===== src/rtl/controle_jogo_if.sv =====
// Player/comparator bus for controle_jogo: guess inputs, comparator verdict and game status.
interface controle_jogo_if;
    logic [3:0] entrada;
    logic       confirma;
    logic       reiniciar;
    logic [1:0] resultado;
    logic [3:0] tentativaA;
    logic [2:0] tentativaB;
    logic       modoB;
    logic [1:0] dica;
    logic [3:0] erros;
    logic       vitoria;
    logic       bloqueado;

    modport master (
        output entrada, confirma, reiniciar, resultado,
        input  tentativaA, tentativaB, modoB, dica, erros, vitoria, bloqueado
    );

    modport slave (
        input  entrada, confirma, reiniciar, resultado,
        output tentativaA, tentativaB, modoB, dica, erros, vitoria, bloqueado
    );
endinterface


===== src/rtl/controle_jogo.sv =====
// Two-phase guessing game controller driving an external comparator.
// Define BLOQUEIO_EN to add the timed lockout after MAX_TENT wrong guesses.
module controle_jogo #(
    parameter int unsigned MAX_TENT   = 5,
    parameter int unsigned TEMPO_BLOQ = 16
) (
    input logic              clk,
    input logic              rst_n,
    controle_jogo_if.slave   bus
);

`ifdef BLOQUEIO_EN
    typedef enum logic [2:0] {
        StEsperaA, StComparaA, StEsperaB, StComparaB, StVitoria, StBloqueio
    } state_e;
    localparam logic [7:0] TempoCarga = 8'(TEMPO_BLOQ - 1);
    logic [7:0] timer_q, timer_d;
`else
    typedef enum logic [2:0] {
        StEsperaA, StComparaA, StEsperaB, StComparaB, StVitoria
    } state_e;
    logic unused_cfg;
    assign unused_cfg = ^{MAX_TENT, TEMPO_BLOQ};
`endif

    localparam logic [1:0] ResIgual = 2'b10;

    state_e     state_q, state_d;
    logic [3:0] tent_a_q, tent_a_d;
    logic [2:0] tent_b_q, tent_b_d;
    logic       modo_b_q, modo_b_d;
    logic [1:0] dica_q, dica_d;
    logic [3:0] erros_q, erros_d;
    logic [3:0] erros_inc;

    assign erros_inc = (erros_q == 4'hF) ? erros_q : erros_q + 4'd1;

    always_ff @(posedge clk or negedge rst_n) begin
        if (!rst_n) begin
            state_q  <= StEsperaA;
            tent_a_q <= '0;
            tent_b_q <= '0;
            modo_b_q <= 1'b0;
            dica_q   <= '0;
            erros_q  <= '0;
`ifdef BLOQUEIO_EN
            timer_q  <= '0;
`endif
        end else begin
            state_q  <= state_d;
            tent_a_q <= tent_a_d;
            tent_b_q <= tent_b_d;
            modo_b_q <= modo_b_d;
            dica_q   <= dica_d;
            erros_q  <= erros_d;
`ifdef BLOQUEIO_EN
            timer_q  <= timer_d;
`endif
        end
    end

    always_comb begin
        state_d  = state_q;
        tent_a_d = tent_a_q;
        tent_b_d = tent_b_q;
        modo_b_d = modo_b_q;
        dica_d   = dica_q;
        erros_d  = erros_q;
`ifdef BLOQUEIO_EN
        timer_d  = timer_q;
`endif
        // Restart beats both a pending guess and the lockout timer.
        if (bus.reiniciar) begin
            state_d  = StEsperaA;
            tent_a_d = '0;
            tent_b_d = '0;
            modo_b_d = 1'b0;
            dica_d   = '0;
            erros_d  = '0;
`ifdef BLOQUEIO_EN
            timer_d  = '0;
`endif
        end else begin
            case (state_q)
                StEsperaA: begin
                    if (bus.confirma) begin
                        tent_a_d = bus.entrada;
                        state_d  = StComparaA;
                    end
                end
                StEsperaB: begin
                    if (bus.confirma) begin
                        tent_b_d = bus.entrada[2:0];
                        state_d  = StComparaB;
                    end
                end
                StComparaA, StComparaB: begin
                    if (bus.resultado == ResIgual) begin
                        if (state_q == StComparaA) begin
                            state_d  = StEsperaB;
                            modo_b_d = 1'b1;
                            dica_d   = '0;
                        end else begin
                            state_d = StVitoria;
                        end
                    end else begin
                        dica_d  = bus.resultado;
                        erros_d = erros_inc;
                        state_d = (state_q == StComparaA) ? StEsperaA : StEsperaB;
`ifdef BLOQUEIO_EN
                        if (erros_inc == MAX_TENT[3:0]) begin
                            state_d = StBloqueio;
                            timer_d = TempoCarga;
                        end
`endif
                    end
                end
                StVitoria: ;
`ifdef BLOQUEIO_EN
                StBloqueio: begin
                    if (timer_q == '0) begin
                        state_d  = StEsperaA;
                        tent_a_d = '0;
                        tent_b_d = '0;
                        modo_b_d = 1'b0;
                        dica_d   = '0;
                        erros_d  = '0;
                    end else begin
                        timer_d = timer_q - 8'd1;
                    end
                end
`endif
                default: state_d = StEsperaA;
            endcase
        end
    end

    assign bus.tentativaA = tent_a_q;
    assign bus.tentativaB = tent_b_q;
    assign bus.modoB      = modo_b_q;
    assign bus.dica       = dica_q;
    assign bus.erros      = erros_q;
    assign bus.vitoria    = (state_q == StVitoria);
`ifdef BLOQUEIO_EN
    assign bus.bloqueado  = (state_q == StBloqueio);
`else
    assign bus.bloqueado  = 1'b0;
`endif

endmodule

===== src/flat_wrapper.sv =====
// flat-port wrapper written by rule: the top's interface ports become plain ports
module controle_jogo_flat 
#(
    parameter int unsigned MAX_TENT   = 5,
    parameter int unsigned TEMPO_BLOQ = 16
)
  (clk, rst_n, bus_entrada, bus_confirma, bus_reiniciar, bus_resultado, bus_tentativaA, bus_tentativaB, bus_modoB, bus_dica, bus_erros, bus_vitoria, bus_bloqueado);
  controle_jogo_if bus_i ();
  input logic clk;
  input logic rst_n;
  input wire logic [$bits(bus_i.entrada)-1:0] bus_entrada;
  input wire logic [$bits(bus_i.confirma)-1:0] bus_confirma;
  input wire logic [$bits(bus_i.reiniciar)-1:0] bus_reiniciar;
  input wire logic [$bits(bus_i.resultado)-1:0] bus_resultado;
  output wire logic [$bits(bus_i.tentativaA)-1:0] bus_tentativaA;
  output wire logic [$bits(bus_i.tentativaB)-1:0] bus_tentativaB;
  output wire logic [$bits(bus_i.modoB)-1:0] bus_modoB;
  output wire logic [$bits(bus_i.dica)-1:0] bus_dica;
  output wire logic [$bits(bus_i.erros)-1:0] bus_erros;
  output wire logic [$bits(bus_i.vitoria)-1:0] bus_vitoria;
  output wire logic [$bits(bus_i.bloqueado)-1:0] bus_bloqueado;
  assign bus_i.entrada = bus_entrada;
  assign bus_i.confirma = bus_confirma;
  assign bus_i.reiniciar = bus_reiniciar;
  assign bus_i.resultado = bus_resultado;
  assign bus_tentativaA = bus_i.tentativaA;
  assign bus_tentativaB = bus_i.tentativaB;
  assign bus_modoB = bus_i.modoB;
  assign bus_dica = bus_i.dica;
  assign bus_erros = bus_i.erros;
  assign bus_vitoria = bus_i.vitoria;
  assign bus_bloqueado = bus_i.bloqueado;
  controle_jogo #(.MAX_TENT(MAX_TENT), .TEMPO_BLOQ(TEMPO_BLOQ)) u_core (.clk(clk), .rst_n(rst_n), .bus(bus_i));
endmodule

===== config.mk =====
export PLATFORM = sky130hd
export DESIGN_NAME = controle_jogo_flat
export DESIGN_NICKNAME = d
export VERILOG_FILES = /design/src/rtl/controle_jogo_if.sv /design/src/rtl/controle_jogo.sv /design/src/flat_wrapper.sv
export SDC_FILE = /design/constraint.sdc
export NUM_CORES = 1
export LEC_CHECK = 0
export BUFFER_PORTS_ARGS = -buffer_cell sky130_fd_sc_hd__buf_2
export CAP_MARGIN = 20
export CORE_ASPECT_RATIO = 1.1
export CORE_MARGIN = 8
export CORE_UTILIZATION = 50
export CTS_CLUSTER_DIAMETER = 80
export DETAILED_ROUTE_END_ITERATION = 10
export PLACE_DENSITY = 0.79
export SYNTH_ARGS = -nofsm -noshare
export SYNTH_HDL_FRONTEND = slang
export SYNTH_SLANG_ARGS = --single-unit

===== constraint.sdc =====
create_clock -name clk -period 3.8 [get_ports clk]
set_input_delay 0.76 -clock clk [delete_from_list [all_inputs] [get_ports clk]]
set_output_delay 0.76 -clock clk [all_outputs]
set_load 0.01 [all_outputs]

**Word level (Yosys, flattened, before mapping)**

Index checks and enable logic that the tools add are counted.

- Flip-flop bits (word level): 17
- Bits in latches: 0
- Memory bits (writable): 0
- Memory bits (read-only): 0
- Bits of input ports: 10
- Output and inout port bits: 16
- Logic and storage cells: 58
- Memories kept: 0

- $add $sub $neg: 1
- $mul: 0
- Divide/modulo/power cells: 0
- $lt $le $gt $ge: 0
- Eq/ne operators: 12
- Shift-type cells: 0
- Mux-type cells: 25
- Bitwise gates (word level): 0
- Reductions and logical operators: 14

Operators with widths:

| cell | number |
|---|---|
| $mux 4 | 7 |
| $mux 3 | 8 |
| $pmux 3 s4 | 1 |
| $reduce_bool 2->1 | 6 |
| $mux 2 | 5 |
| $ne 3x3->1 const B | 3 |
| $reduce_and 3->1 | 3 |
| $eq 3x2->1 const B | 2 |
| $ne 2x2->1 const B | 3 |
| $reduce_and 2->1 | 3 |
| $add 4x1->4 const B | 1 |
| $eq 4x4->1 const B | 1 |
| $mux 1 | 4 |
| $eq 3x1->1 const B | 1 |
| $eq 3x3->1 const B | 1 |
| $logic_not 3->1 | 1 |
| $eq 2x2->1 const B | 1 |
| $reduce_or 2->1 | 1 |

**Longest topological paths before layout**

- Word-level depth: 5
- Mapped depth: 6
- Depth with buffers taken out: 5

**Worst setup path before layout**

OpenSTA, ideal clock, no wires.

- Kind: input to register
- Start point: input port bus_resultado[0]
- End point: register u_core.erros_q[3] (netlist: u_core.bus.erros[3])
- Arrival: 1.569 ns
- Setup slack: 2.106 ns
- Cell stages on the path: 4
- Path buffers: 0
- Cell sequence: nand2b_1 -> inv_2 -> nor4_1 -> mux2_2

- Word-level cells in the longest chain between the ends: 3

RTL lines:

| element | RTL line | text |
|---|---|---|
| start: declaration | flat_wrapper.sv:14 | `input wire logic [$bits(bus_i.resultado)-1:0] bus_resultado;` |
| $eq 2x2->1 | controle_jogo.sv:98 | `if (bus.resultado == ResIgual) begin` |
| $ne 2x2->1 (no line) | - |  |
| $reduce_and 3->1 (no line) | - |  |
| end signal: assignment | controle_jogo.sv:55 | `erros_q <= erros_d;` |
| end: declaration | controle_jogo.sv:33 | `logic [3:0] erros_q, erros_d;` |

Every way passes these cells.
A chain may end at the register's enable or synchronous reset.

**Worst setup path after layout**

- Start point: register u_core.state_q[0]
- End point: output port bus_vitoria

- Word-level cells in the longest chain between the ends: 1

RTL lines:

| element | RTL line | text |
|---|---|---|
| start: declaration | controle_jogo.sv:28 | `state_e state_q, state_d;` |
| start signal: assignment | controle_jogo.sv:40 | `state_q <= StEsperaA;` |
| start signal: assignment | controle_jogo.sv:50 | `state_q <= state_d;` |
| $eq 3x3->1 | controle_jogo.sv:143 | `assign bus.vitoria = (state_q == StVitoria);` |
| end: declaration | flat_wrapper.sv:20 | `output wire logic [$bits(bus_i.vitoria)-1:0] bus_vitoria;` |

Every way passes these cells.

==> results.sh <==
export IMPL_cp_end_kind="output pin"
export IMPL_postRouteAntennaNets=0
export IMPL_ir_drop_mv=0.201
export IMPL_power_leakage_nw=0.514
export IMPL_seq_area_um2=425
export IMPL_nets=116
export IMPL_cts_setup_buffers=0
export IMPL_highest_layer="met4"
export IMPL_ioPinCount=26
export IMPL_num_vias=658
export IMPL_finalSetupViolations=0
export IMPL_totalWireLength_um=1800
export IMPL_met2_length_um=821
export IMPL_synth_edff_count=0
export IMPL_clk_root_buffer_cell="clkbuf_4"
export IMPL_grt_first_pass_wirelength_um=2970
export IMPL_multiInputGateArea_um2=400
export IMPL_syn_inst=81
export IMPL_drive_gt1_share_pct=31.1
export IMPL_synth_area_leader_cell="dfrtp_1"
export IMPL_cts_hold_buf=0
export IMPL_report_final_slew_viol_count=0
export IMPL_gr_total_overflow=0
export IMPL_max_freq_mhz=477
export IMPL_setup_tns_ns=0
export IMPL_whs_ns=0.369
export IMPL_n_fill_cell=162
export IMPL_yosysWarnings=0
export IMPL_status="complete, no violations"
export IMPL_drc=0
export IMPL_track_usage_pct=11.0
export IMPL_wire_per_inst_um=14.9
export IMPL_yosys_top_cells_area="dfrtp_1 49%, mux2i_1 9.2%, nor2_1 5.2%"
export IMPL_worstSkewPairLatency_ns=0.29
export IMPL_hold_viol=0
export IMPL_final_cells=121
export IMPL_synthToLayoutAreaGrowth_pct=14.2
export IMPL_grt_start_max_net_pins=19
export IMPL_clk_pin_slew_worst_paths_ns=0.10
export IMPL_dr_wl_met3_um=146
export IMPL_core_area_mm2=0.00172
export IMPL_synth_top_cell_area_share_pct=48.6
export IMPL_fin_crit_ns=2.10
export IMPL_crit_path_start_kind="register"
export IMPL_clockBufferDepth=2
export IMPL_pre_cts_ws_ns=1.94
export IMPL_cts_buffers=3
export IMPL_crit_type="reg2out"
export IMPL_synth_area_um2=875
export IMPL_fin_worst_skew_ns=0.00239
export IMPL_synth_flop_cell="dfrtp_1"
export IMPL_p_per_area_mw_per_mm2=340
export IMPL_port_buffers=24
export IMPL_async_reset_ff_share_pct=100
export IMPL_rr_worst_depth=4
export IMPL_required_ns=3.04
export IMPL_ys_seq_elements=17
export IMPL_finalCritPeriodShare_pct=55.2
export IMPL_hpwlAfterDp_um=1340
export IMPL_critical_path_arrival_ns=1.34
export IMPL_cts_htree_levels=1
export IMPL_dp_cells=117
export IMPL_die_w_um=55.9
export IMPL_initial_core_util_pct=50.8
export IMPL_met1_length_um=806
export IMPL_cts_tree="done"
export IMPL_synth_nets=93
export IMPL_crit_fanout=10
export IMPL_cts_sinks=17
export IMPL_grt_pass1_vias=706
export IMPL_diodes=0
export IMPL_antenna_found_initial=0
export IMPL_gp_congestion=0.812
export IMPL_drt_initial_drc_count=14
export IMPL_rsz0062_at_grt="false"
export IMPL_die_y_um=59.9
export IMPL_ys_types=31
export IMPL_setup_slack_ns=1.70
export IMPL_seq_area_frac_synth_pct=48.6
export IMPL_min_path_type="in2async"
export IMPL_viasPerCell=5.44
export IMPL_die_area_mm2=0.00334
export IMPL_rows=16
export IMPL_synth_avg_cell_area_um2=10.8
export IMPL_drtPass1Iterations=3
export IMPL_ctsResizeCount=0
export IMPL_maxCapViolCount=0
## cell type report
| type | count | share of cell area [%] |
|---|---|---|
| Tap cell | 18 | 2.26 |
| Timing Repair Buffer | 24 | 12.0 |
| Sequential cell | 17 | 42.6 |
| Inverter | 1 | 0.376 |
| Clock buffer | 4 | 2.63 |
| Multi-Input combinational cell | 57 | 40.1 |
## state kept, by name (all words and copies together), names as in the netlist
signal / cells
u_core.bus.dica: 2
u_core.bus.erros: 4
u_core.bus.modoB: 1
u_core.bus.tentativaA: 4
u_core.bus.tentativaB: 3
u_core.state_q: 3
## through the flow
step                      power, mW  utilization [%]  cell area [µm²]
after global placement        0.246             56.5              972
after CTS                     0.347             58.0              998
final                         0.340             58.0              998
after floorplan               0.231                -              875
after detailed placement      0.248             56.5              972
after global routing          0.356             58.0              998
## kinds of logic after synthesis
logic type / count (synthesis) / synth area share (%)
DFF: 17 / 48.6
other: 1 / 0.429
AOI/OAI and AO/OA: 12 / 8.15
muxes: 9 / 10.4
buffers and inverters: 7 / 5.58
adders and majority gates: 2 / 2.86
and+or+nand+nor: 33 / 23.9
## power by group
| group | switching (mW) | internal (mW) |
|---|---|---|
| logic | 0.0261 | 0.0210 |
| registers | 0.00807 | 0.188 |
| clock network | 0.0560 | 0.0409 |
## layout by cell type (no fill, tap or decap), types with 2 or more instances in the layout
cell type / synthesis / final
buf_2: 0 / 24
dfrtp_1: 17 / 17
nor2_1: 12 / 12
mux2i_1: 8 / 8
a21oi_1: 5 / 5
nand2_1: 3 / 3
nor2b_1: 3 / 3
clkbuf_4: 0 / 3
a31oi_1: 2 / 2
o31ai_1: 2 / 2
and2_1: 2 / 2
o21ai_0: 2 / 2
ha_1: 2 / 2
## worst max-delay path, cell delays in order, from the launching register on
cell     delay (ns)
dfrtp_1        0.53
nor3b_1        0.32
buf_2          0.19
## synth_stat cells (all sizes together), types with 2 or more instances
cell,count
and2,2
o21ai,2
o31ai,2
mux2i,8
nor2,12
ha,2
nor4b,2
clkbuf,2
nor2b,3
a31oi,2
buf,4
nand2,3
a21oi,5
nand2b,2
dfrtp,17
## routing by layer
| metal | global-route usage (%) | vias to the layer above |
|---|---|---|
| li1 | - | 327 |
| met5 | 0 | - |
| met4 | 6.87 | 0 |
| met3 | 4.25 | 2 |
| met2 | 18.4 | 23 |
| met1 | 11.3 | 306 |
## final timing paths
path                                startpoint                  end  slack, ns
setup reg to reg           u_core.bus.erros[0]  u_core.bus.erros[3]       2.20
hold / removal                           rst_n   u_core.bus.dica[0]       0.37
min in group clk              u_core.bus.modoB     u_core.bus.modoB       0.53
setup / recovery             u_core.state_q[0]          bus_vitoria       1.70
hold reg to reg               u_core.bus.modoB     u_core.bus.modoB       0.53
max in group asynchronous                rst_n  u_core.bus.erros[1]       3.16
No activity file was read; power rests on OpenSTA's default activity.
